<file path="src/rtl/mem_arbiter_if.sv">
// Bundle of the I-cache, D-cache and physical-memory line ports seen by mem_arbiter.
// slave is the arbiter's view; master is the view of the caches and memory around it.
interface mem_arbiter_if #(
  parameter int unsigned ADDR_W = 32,
  parameter int unsigned LINE_W = 256
) ();
  logic              icache_read;
  logic [ADDR_W-1:0] icache_address;
  logic [LINE_W-1:0] icache_rdata;
  logic              icache_resp;

  logic              dcache_read;
  logic              dcache_write;
  logic [ADDR_W-1:0] dcache_address;
  logic [LINE_W-1:0] dcache_wdata;
  logic [LINE_W-1:0] dcache_rdata;
  logic              dcache_resp;

  logic              pmem_read;
  logic              pmem_write;
  logic [ADDR_W-1:0] pmem_address;
  logic [LINE_W-1:0] pmem_wdata;
  logic [LINE_W-1:0] pmem_rdata;
  logic              pmem_resp;

  modport slave (
    input  icache_read, icache_address, dcache_read, dcache_write, dcache_address,
           dcache_wdata, pmem_rdata, pmem_resp,
    output icache_rdata, icache_resp, dcache_rdata, dcache_resp, pmem_read, pmem_write,
           pmem_address, pmem_wdata
  );

  modport master (
    output icache_read, icache_address, dcache_read, dcache_write, dcache_address,
           dcache_wdata, pmem_rdata, pmem_resp,
    input  icache_rdata, icache_resp, dcache_rdata, dcache_resp, pmem_read, pmem_write,
           pmem_address, pmem_wdata
  );
endinterface

</file>
<file path="src/rtl/mem_arbiter.sv">
// Arbitrates the single physical-memory line port between I-cache and D-cache,
// one line transaction at a time, with all outputs registered.
module mem_arbiter #(
  parameter int unsigned ADDR_W          = 32,
  parameter int unsigned LINE_W          = 256,
  parameter int unsigned DCACHE_PRIORITY = 1
) (
  input  logic          clk,
  input  logic          rst,
  mem_arbiter_if.slave  bus
);

  typedef enum logic [1:0] {StIdle, StBusyI, StBusyD, StResp} state_e;

  state_e            state_q, state_d;
  logic              last_grant_d_q, last_grant_d_d;  // 1: last grant went to the D-cache
  logic              pmem_read_q, pmem_read_d;
  logic              pmem_write_q, pmem_write_d;
  logic [ADDR_W-1:0] pmem_address_q, pmem_address_d;
  logic [LINE_W-1:0] pmem_wdata_q, pmem_wdata_d;
  logic [LINE_W-1:0] icache_rdata_q, icache_rdata_d;
  logic [LINE_W-1:0] dcache_rdata_q, dcache_rdata_d;
  logic              icache_resp_q, icache_resp_d;
  logic              dcache_resp_q, dcache_resp_d;

  logic i_req, d_req, d_wins;

  assign i_req  = bus.icache_read;
  assign d_req  = bus.dcache_read | bus.dcache_write;
  // On a tie, round-robin hands the grant to whoever did not get the previous one.
  assign d_wins = d_req & (~i_req | (DCACHE_PRIORITY != 0) | ~last_grant_d_q);

  always_comb begin
    state_d        = state_q;
    last_grant_d_d = last_grant_d_q;
    pmem_read_d    = pmem_read_q;
    pmem_write_d   = pmem_write_q;
    pmem_address_d = pmem_address_q;
    pmem_wdata_d   = pmem_wdata_q;
    icache_rdata_d = icache_rdata_q;
    dcache_rdata_d = dcache_rdata_q;
    icache_resp_d  = 1'b0;
    dcache_resp_d  = 1'b0;

    unique case (state_q)
      StIdle: begin
        if (d_wins) begin
          state_d        = StBusyD;
          last_grant_d_d = 1'b1;
          pmem_address_d = bus.dcache_address;
          pmem_wdata_d   = bus.dcache_wdata;
          // Read and write together is treated as a writeback.
          pmem_write_d   = bus.dcache_write;
          pmem_read_d    = ~bus.dcache_write;
        end else if (i_req) begin
          state_d        = StBusyI;
          last_grant_d_d = 1'b0;
          pmem_address_d = bus.icache_address;
          pmem_read_d    = 1'b1;
          pmem_write_d   = 1'b0;
        end
      end
      StBusyI: begin
        if (bus.pmem_resp) begin
          state_d        = StResp;
          icache_rdata_d = bus.pmem_rdata;
          icache_resp_d  = 1'b1;
          pmem_read_d    = 1'b0;
          pmem_write_d   = 1'b0;
        end
      end
      StBusyD: begin
        if (bus.pmem_resp) begin
          state_d        = StResp;
          dcache_rdata_d = bus.pmem_rdata;
          dcache_resp_d  = 1'b1;
          pmem_read_d    = 1'b0;
          pmem_write_d   = 1'b0;
        end
      end
      StResp: begin
        state_d = StIdle;
      end
      default: begin
        state_d = StIdle;
      end
    endcase
  end

  always_ff @(posedge clk or negedge rst) begin
    if (!rst) begin
      state_q        <= StIdle;
      last_grant_d_q <= 1'b0;
      pmem_read_q    <= 1'b0;
      pmem_write_q   <= 1'b0;
      pmem_address_q <= '0;
      pmem_wdata_q   <= '0;
      icache_rdata_q <= '0;
      dcache_rdata_q <= '0;
      icache_resp_q  <= 1'b0;
      dcache_resp_q  <= 1'b0;
    end else begin
      state_q        <= state_d;
      last_grant_d_q <= last_grant_d_d;
      pmem_read_q    <= pmem_read_d;
      pmem_write_q   <= pmem_write_d;
      pmem_address_q <= pmem_address_d;
      pmem_wdata_q   <= pmem_wdata_d;
      icache_rdata_q <= icache_rdata_d;
      dcache_rdata_q <= dcache_rdata_d;
      icache_resp_q  <= icache_resp_d;
      dcache_resp_q  <= dcache_resp_d;
    end
  end

  assign bus.pmem_read    = pmem_read_q;
  assign bus.pmem_write   = pmem_write_q;
  assign bus.pmem_address = pmem_address_q;
  assign bus.pmem_wdata   = pmem_wdata_q;
  assign bus.icache_rdata = icache_rdata_q;
  assign bus.dcache_rdata = dcache_rdata_q;
  assign bus.icache_resp  = icache_resp_q;
  assign bus.dcache_resp  = dcache_resp_q;

endmodule

</file>
<file path="src/flat_wrapper.sv">
// flat-port wrapper written by rule: the top's interface ports become plain ports
module mem_arbiter_flat 
#(
  parameter int unsigned ADDR_W          = 32,
  parameter int unsigned LINE_W          = 256,
  parameter int unsigned DCACHE_PRIORITY = 1
)
  (clk, rst, bus_icache_read, bus_icache_address, bus_dcache_read, bus_dcache_write, bus_dcache_address, bus_dcache_wdata, bus_pmem_rdata, bus_pmem_resp, bus_icache_rdata, bus_icache_resp, bus_dcache_rdata, bus_dcache_resp, bus_pmem_read, bus_pmem_write, bus_pmem_address, bus_pmem_wdata);
  mem_arbiter_if #(.ADDR_W(ADDR_W), .LINE_W(LINE_W)) bus_i ();
  input  logic clk;
  input  logic rst;
  input wire logic [$bits(bus_i.icache_read)-1:0] bus_icache_read;
  input wire logic [$bits(bus_i.icache_address)-1:0] bus_icache_address;
  input wire logic [$bits(bus_i.dcache_read)-1:0] bus_dcache_read;
  input wire logic [$bits(bus_i.dcache_write)-1:0] bus_dcache_write;
  input wire logic [$bits(bus_i.dcache_address)-1:0] bus_dcache_address;
  input wire logic [$bits(bus_i.dcache_wdata)-1:0] bus_dcache_wdata;
  input wire logic [$bits(bus_i.pmem_rdata)-1:0] bus_pmem_rdata;
  input wire logic [$bits(bus_i.pmem_resp)-1:0] bus_pmem_resp;
  output wire logic [$bits(bus_i.icache_rdata)-1:0] bus_icache_rdata;
  output wire logic [$bits(bus_i.icache_resp)-1:0] bus_icache_resp;
  output wire logic [$bits(bus_i.dcache_rdata)-1:0] bus_dcache_rdata;
  output wire logic [$bits(bus_i.dcache_resp)-1:0] bus_dcache_resp;
  output wire logic [$bits(bus_i.pmem_read)-1:0] bus_pmem_read;
  output wire logic [$bits(bus_i.pmem_write)-1:0] bus_pmem_write;
  output wire logic [$bits(bus_i.pmem_address)-1:0] bus_pmem_address;
  output wire logic [$bits(bus_i.pmem_wdata)-1:0] bus_pmem_wdata;
  assign bus_i.icache_read = bus_icache_read;
  assign bus_i.icache_address = bus_icache_address;
  assign bus_i.dcache_read = bus_dcache_read;
  assign bus_i.dcache_write = bus_dcache_write;
  assign bus_i.dcache_address = bus_dcache_address;
  assign bus_i.dcache_wdata = bus_dcache_wdata;
  assign bus_i.pmem_rdata = bus_pmem_rdata;
  assign bus_i.pmem_resp = bus_pmem_resp;
  assign bus_icache_rdata = bus_i.icache_rdata;
  assign bus_icache_resp = bus_i.icache_resp;
  assign bus_dcache_rdata = bus_i.dcache_rdata;
  assign bus_dcache_resp = bus_i.dcache_resp;
  assign bus_pmem_read = bus_i.pmem_read;
  assign bus_pmem_write = bus_i.pmem_write;
  assign bus_pmem_address = bus_i.pmem_address;
  assign bus_pmem_wdata = bus_i.pmem_wdata;
  mem_arbiter #(.ADDR_W(ADDR_W), .LINE_W(LINE_W), .DCACHE_PRIORITY(DCACHE_PRIORITY)) u_core (.clk(clk), .rst(rst), .bus(bus_i));
endmodule
</file>
<file path="config.mk">
export PLATFORM = sky130hd
export DESIGN_NAME = mem_arbiter_flat
export DESIGN_NICKNAME = d
export VERILOG_FILES = /design/src/rtl/mem_arbiter_if.sv /design/src/rtl/mem_arbiter.sv /design/src/flat_wrapper.sv
export SDC_FILE = /design/constraint.sdc
export NUM_CORES = 1
export LEC_CHECK = 0
export ABC_AREA = 1
export CAP_MARGIN = 20
export CORE_AREA = 2 2 547 549
export DETAILED_ROUTE_END_ITERATION = 12
export DIE_AREA = 0 0 549 551
export SLEW_MARGIN = 20
export SYNTH_ARGS = -nofsm -noshare
export SYNTH_HDL_FRONTEND = slang
export SYNTH_SLANG_ARGS = --single-unit
</file>
<file path="constraint.sdc">
create_clock -name clk -period 1.71 [get_ports clk]
set_input_delay 0.2565 -clock clk [delete_from_list [all_inputs] [get_ports clk]]
set_output_delay 0.2565 -clock clk [all_outputs]
set_load 0.1 [all_outputs]
</file>
==> results.md, run 1 <==
| Parameter | Reported |
|---|---|
| Status | finished with violations |
| Violations in the final reports | setup timing |
| Largest stage delay, worst path | 0.48 ns |
| Number of sinks driven by the clock tree | 806 |
| Sequential share of the synthesized area | 0.664 |
| Worst-path cell chain | buf_12 |
| Distinct cell type count after synthesis | 17 |
| Worst skew pair latency | 0.83 ns |
| Final total negative setup slack | -0.864 ns |
| CTS root buf | clkbuf_16 |
| Floorplan die height | 551 um |
| Max-Slew Margin vs Limit | 0.653 |
| Post-layout worst setup margin | -0.0451 ns |
| Slew of the pin with the lowest slew margin | 0.519 ns |
| RSZ-0062 raised after global routing | true |
| Final number of max-transition violations | 0 |
| Fraction of synthesized cell area taken by the top area cell type | 0.664 |
| Top Family by Delay on Critical Path | flip-flops |
| Final Skew | 0.0681 ns |
| Final setup violation count | 74 |
| Final net count | 5,864 |
| Final Hold Viols | 0 |
| Top cells by area in the synthesized netlist | dfrtp_1, nand2_1, o21ai_0 |
| GRT Residual Overflow | 0 |
| Die area | 0.302 mm^2 |
| Via count | 31.2k |
| Launching element type of the critical path | register |
| Global router's overall resource usage | 0.156 |
| Half-perimeter wire length after detailed placement | 208,000 um |
| Commonest cells after routing, fill and taps aside | nand2_1, buf_12, dfrtp_1, clkdlybuf4s50_1, o21ai_0 |
| Post-Syn Area per Cell | 9.28 um^2 |
| Detailed-routing iteration count for the pre-antenna-repair pass | 5 |
| Worst-path cell with the longest stage delay | dfrtp_2 |
| WL final | 245,000 um |
| Number of buffer cells added on primary ports | 1,385 |
| Number of clock buffers inserted by TritonCTS | 103 |
| Register bit count reported by yosys | 806 |
| Initial Utilization | 0.103 |
| Maximum number of pins on one net before global-route repair | 80 |
| Max Fanout on Critical Path | 2 |
| Share of post-route cells with drive strength above 1 | 0.261 |
| Critical path buffers and inverters | 1 |
| Library cell with the largest summed area after synthesis | dfrtp_1 |
| Synth warnings | 0 |
| Post-Synthesis Cell Area | 0.0304 mm^2 |
| Total DRC errors in the routed layout | 0 |
| # Max-Cap Violations | 0 |
| Signed area change from the synthesized netlist to the final layout | 119% |
| HP Class | primary input to register |
| Crit Path Category | register to primary output |
| Crit path time final | 1.76 ns |
| Net count of the mapped netlist | 3,860 |
| Std cell rows | 200 |
| Initial detailed-routing violation count | 2,498 |
| Global-route wire length before repair | 311,000 um |
| Clock transition at the registers of the reported paths | 0.06 ns |
| Most common cell after layout, fill and taps aside | nand2_1 |
| Data required time of the worst path | 1.45 ns |
| Gpl congestion | 0.969 |
| Via count of the first global-routing pass | 31.2k |
| Post-synthesis instance total | 3,273 |
| Routed length per instance | 26.2 um |
| Kind of end point of the critical path | primary output |
| Chip width | 549 um |
| Fmax | 570 MHz |
| Initial antenna violation count | 129 |
| Post-route fraction of the period consumed by the critical path | 1.03 |
| CTS tree | done |
| Boundary Pins | 1,386 |
| Routed vias/inst | 3.33 |
| CORE AREA | 0.296 mm^2 |
| Buffers from clock root to sink, at most | 4 |
| Worst path arrival time | 1.50 ns |
| Count of nets left with antenna violations after detail routing | 0 |
| # H-tree levels | 3 |
-- cells by family (layout without fill, tap and decap cells) --
family / Yosys count / count (layout) / share of synthesized area
other: 0 / 47 / 0
and+or+nand+nor: 1499 / 1499 / 0.186
AOI/OAI and AO/OA: 514 / 514 / 0.0847
adders and majority gates: 5 / 5 / 0.00206
buffers and inverters: 449 / 2534 / 0.0634
DFF: 806 / 806 / 0.664
-- metrics by stage --
step	worst slack (ns)	std cells	hold slack (ns)	util	area, um^2
floorplan	0.282	3273	-0.0391	-	30400
global placement	-0.0824	8564	0.248	0.195	57900
detailed placement	-0.111	8564	0.249	0.195	57900
CTS	-0.209	9215	0.000244	0.222	65800
global route	-0.149	9318	0.0261	0.225	66600
finish	-0.0451	9344	0.0697	0.225	66700
-- synthesized netlist by cell type, drive strengths merged --
cell,number
nand2,1492
dfrtp,806
o21ai,514
inv,269
buf,102
clkbuf,78
ha,5
nor2,4
nand4,2
nand3,1
-- layer usage --
layer  up-vias  track usage  wire length (um)
met2      1704        0.234            104000
met5         -      0.00375               325
li1      14100            -                 -
met1     14900        0.184             95500
met3       360       0.0885             35000
met4        38       0.0577              9950
-- worst min-delay path, cell delays in order --
cell             delay [ns]
clkdlybuf4s50_1        0.40
inv_1                  0.10
o21ai_0                0.10
-- final cells by class --
type	count	area, um^2
Timing Repair Buffer	2079	28600
Tap cell	3939	4930
Fill cell	31600	230000
Clock buffer	146	2930
Inverter	269	1020
Multi-Input combinational cell	2018	8370
Clock inverter	40	474
Sequential cell	806	20300
Antenna cell	47	118
-- path summary, 6_finish.rpt --
path	slack, ns	depth (start not counted)	to	start
worst max-delay path	-0.05	1	bus_pmem_wdata[147]	u_core.bus.pmem_wdata[147]
worst min-delay path	0.07	3	u_core.bus.icache_rdata[96]	bus_pmem_rdata[96]
worst max register to register	0.06	7	u_core.bus.pmem_wdata[150]	u_core.state_q[1]
worst min register to register	0.53	2	u_core.bus.pmem_address[19]	u_core.bus.pmem_address[19]
max in group asynchronous	0.40	3	u_core.bus.pmem_address[10]	rst
min in group asynchronous	0.31	3	u_core.bus.pmem_wdata[208]	rst
-- repair_timing --
item	in CTS	in global routing
buffers inserted	110	81
hold buffers	355	0
gates cloned	0	1
gates resized for setup	79	36
setup endpoints to repair	768	931
hold endpoints to repair	966	0
-- sequential cells by signal, indices dropped and copies added (netlist names) --
register / flops
u_core.bus.icache_resp: 1
u_core.bus.pmem_wdata: 256
u_core.bus.icache_rdata: 256
u_core.bus.pmem_read: 1
u_core.bus.dcache_rdata: 256
u_core.state_q: 2
u_core.bus.dcache_resp: 1
u_core.bus.pmem_address: 32
u_core.bus.pmem_write: 1
Power of run 1 is not shown: default switching activity piles up to over one toggle a cycle in this logic, so the estimate is an artifact.
==> run 2: changes to the inputs <==
--- a/config.mk
+++ b/config.mk
@@ -6,6 +6,7 @@
 export NUM_CORES = 1
 export LEC_CHECK = 0
 export ABC_AREA = 1
+export ABC_CLOCK_PERIOD_IN_PS = 1670
 export CAP_MARGIN = 20
 export CORE_AREA = 2 2 547 549
 export DETAILED_ROUTE_END_ITERATION = 12
==> constraint.sdc (replaced) <==
create_clock -name clk -period 1.67 [get_ports clk]
set_input_delay 0.2505 -clock clk [delete_from_list [all_inputs] [get_ports clk]]
set_output_delay 0.2505 -clock clk [all_outputs]
set_load 0.1 [all_outputs]
==> results.md, run 2 (synthesis gave the netlist of run 1 again) <==
| Parameter | Reported | Change |
|---|---|---|
| Status | finished with violations | unchanged |
| Violations in the final reports | setup timing | unchanged |
| Worst-path cell with the longest stage delay | dfrtp_2 | unchanged |
| Routed length per instance | 26.6 um | was 26.2 um |
| Fillers | 31.5k | was 31.6k |
| Worst skew pair latency | 0.83 ns | about the same |
| Number of sinks driven by the clock tree | 806 | unchanged |
| Die area | 0.302 mm^2 | unchanged |
| Global router's overall resource usage | 0.156 | about the same |
| Final Core Density | 0.229 | was 0.225 |
| Max Fanout on Critical Path | 2 | unchanged |
| Number of buffer cells added on primary ports | 1,385 | unchanged |
| Worst hold margin | 0.0608 ns | was 0.0697 ns |
| Launching element type of the critical path | register | unchanged |
| Via count of the first global-routing pass | 31.3k | was 31.2k |
| # Max-Cap Violations | 0 | unchanged |
| Initial Utilization | 0.103 | unchanged |
| Std cell rows | 200 | unchanged |
| Kind of end point of the critical path | primary output | unchanged |
| Instance count on the critical path | 1 | unchanged |
| Floorplan die height | 551 um | unchanged |
| Count of nets left with antenna violations after detail routing | 0 | unchanged |
| RSZ-0062 raised after global routing | true | unchanged |
| Final number of max-transition violations | 0 | unchanged |
| Fmax | 577 MHz |  |
| Buffers from clock root to sink, at most | 4 | unchanged |
| CORE AREA | 0.296 mm^2 | unchanged |
| CTS tree | done | unchanged |
| Total DRC errors in the routed layout | 0 | unchanged |
| Top Family by Delay on Critical Path | flip-flops | unchanged |
| Routed vias/inst | 3.37 | was 3.33 |
| Signed area change from the synthesized netlist to the final layout | 123% | was 119% |
| End of the worst hold path | u_core.bus.icache_rdata[67] | was u_core.bus.icache_rdata[96] |
| Largest stage delay, worst path | 0.48 ns | about the same |
| Worst-path cell chain | buf_12 | unchanged |
| Source of the worst hold timing path | bus_pmem_rdata[67] | was bus_pmem_rdata[96] |
| Final Skew | 0.0665 ns | was 0.0681 ns |
| Commonest cells after routing, fill and taps aside | nand2_1, buf_12, dfrtp_1, clkdlybuf4s50_1, o21ai_0 | unchanged |
| # H-tree levels | 3 | unchanged |
| Clock transition at the registers of the reported paths | 0.06 ns | about the same |
| Detailed-routing iteration count for the pre-antenna-repair pass | 5 | unchanged |
| Initial detailed-routing violation count | 2,823 | was 2,498 |
| Crit path time final | 1.73 ns |  |
| Number of cells on the worst reg-to-reg path | 9 | was 7 |
| Critical path buffers and inverters | 1 | unchanged |
| Final net count | 5,954 | was 5,864 |
| Instance area after placement | 0.0580 mm^2 | was 0.0579 mm^2 |
| Share of post-route cells with drive strength above 1 | 0.275 | was 0.261 |
| Origin of the critical flop-to-flop path | u_core.state_q[1] | unchanged |
| Maximum number of pins on one net before global-route repair | 112 | was 80 |
| HP Class | primary input to register | unchanged |
| Gpl congestion | 0.970 | was 0.969 |
| Number of clock buffers inserted by TritonCTS | 100 | was 103 |
| Via count | 31.7k | was 31.2k |
| Flop-to-flop setup slack | -0.01 ns | was 0.06 ns |
| Global-route wire length before repair | 311,000 um | about the same |
| Initial antenna violation count | 137 | was 129 |
| CTS root buf | clkbuf_16 | unchanged |
| Final setup violation count | 315 | was 74 |
| Worst path arrival time | 1.48 ns | was 1.50 ns |
| Half-perimeter wire length after detailed placement | 209,000 um | was 208,000 um |
| Post-route fraction of the period consumed by the critical path | 1.04 |  |
| Crit Path Category | register to primary output | unchanged |
| Final Hold Viols | 0 | unchanged |
| Data required time of the worst path | 1.42 ns | was 1.45 ns |
| GRT Residual Overflow | 0 | unchanged |
| Reg-to-reg critical path endpoint | u_core.bus.pmem_wdata[95] | was u_core.bus.pmem_wdata[150] |
| Boundary Pins | 1,386 | unchanged |
| Sequential cell area in the final layout | 0.0203 mm^2 | about the same |
| Slew of the pin with the lowest slew margin | 0.702 ns | was 0.519 ns |
| Chip width | 549 um | unchanged |
| Design area | 0.0678 mm^2 | was 0.0667 mm^2 |
| Max-Slew Margin vs Limit | 0.532 | was 0.653 |
| WL final | 251,000 um | was 245,000 um |
| Area of the multi-input gates | 0.00839 mm^2 | was 0.00837 mm^2 |
| Worst Hold Path Cells | 3 | unchanged |
| Most common cell after layout, fill and taps aside | nand2_1 | unchanged |
| Final total negative setup slack | -6.04 ns | was -0.864 ns |
| Post-layout worst setup margin | -0.0637 ns | was -0.0451 ns |
==> run 2: cell count changes in the layout (fill, tap and decap cells not counted), moves of 4 or more <==
cell        delta
buf_12         -5
buf_16         +6
buf_4         +67
buf_6          +7
bufinv_16      +6
clkbuf_1       -9
clkbuf_16      +9
clkinvlp_4     +5
dfrtp_1        +4
dfrtp_2        -4
inv_6          -6
nand2_1       -10
nand2_2        +8
==> run 2: metal layers <==
| metal | share of wire | routed length, um | track usage | vias to the layer above |
|---|---|---|---|---|
| met5 | 0.0018 | 458 | 0.00407 | - |
| met4 | 0.042 | 10500 | 0.0590 | 50 |
| met3 | 0.16 | 39000 | 0.0994 | 356 |
| met2 | 0.43 | 107000 | 0.235 | 1829 |
| met1 | 0.37 | 93900 | 0.177 | 15200 |
| li1 | - | - | - | 14300 |
==> run 2: how the worst max path moves through the flow <==
stage / from / endpoint / slack [ns]
floorplan: u_core.state_q[0] / u_core.bus.dcache_rdata[182] / 0.24
global placement: bus_pmem_resp / u_core.bus.dcache_rdata[15] / -0.22
detailed placement: bus_pmem_resp / u_core.bus.dcache_rdata[34] / -0.21
CTS: u_core.bus.pmem_wdata[147] / bus_pmem_wdata[147] / -0.25
global route: u_core.bus.pmem_wdata[147] / bus_pmem_wdata[147] / -0.19
finish: u_core.bus.pmem_wdata[147] / bus_pmem_wdata[147] / -0.06
==> run 2: area by class of cell <==
class,count,area share
Timing Repair Buffer,2171,0.436
Sequential cell,806,0.299
Multi-Input combinational cell,2018,0.124
Tap cell,3939,0.0727
Clock buffer,133,0.0414
Inverter,269,0.0153
Clock inverter,45,0.00949
Antenna cell,48,0.00177
Timing Repair inverter,1,0.000240
==> run 2: through the flow <==
stage,cells,setup slack [ns]
floorplan,3273,0.242
global route,9401,-0.186
finish,9430,-0.0637
CTS,9227,-0.251
global placement,8573,-0.218
detailed placement,8573,-0.211
==> run 2: timing repair <==
action	CTS	global route
hold buffers	357	0
resized for setup	61	65
endpoints found under the hold margin	1279	0
setup buffers	119	136
cloned	0	19
setup endpoints to repair	1031	944
pin swaps	0	4
Power of run 2 is left out for the same reason.
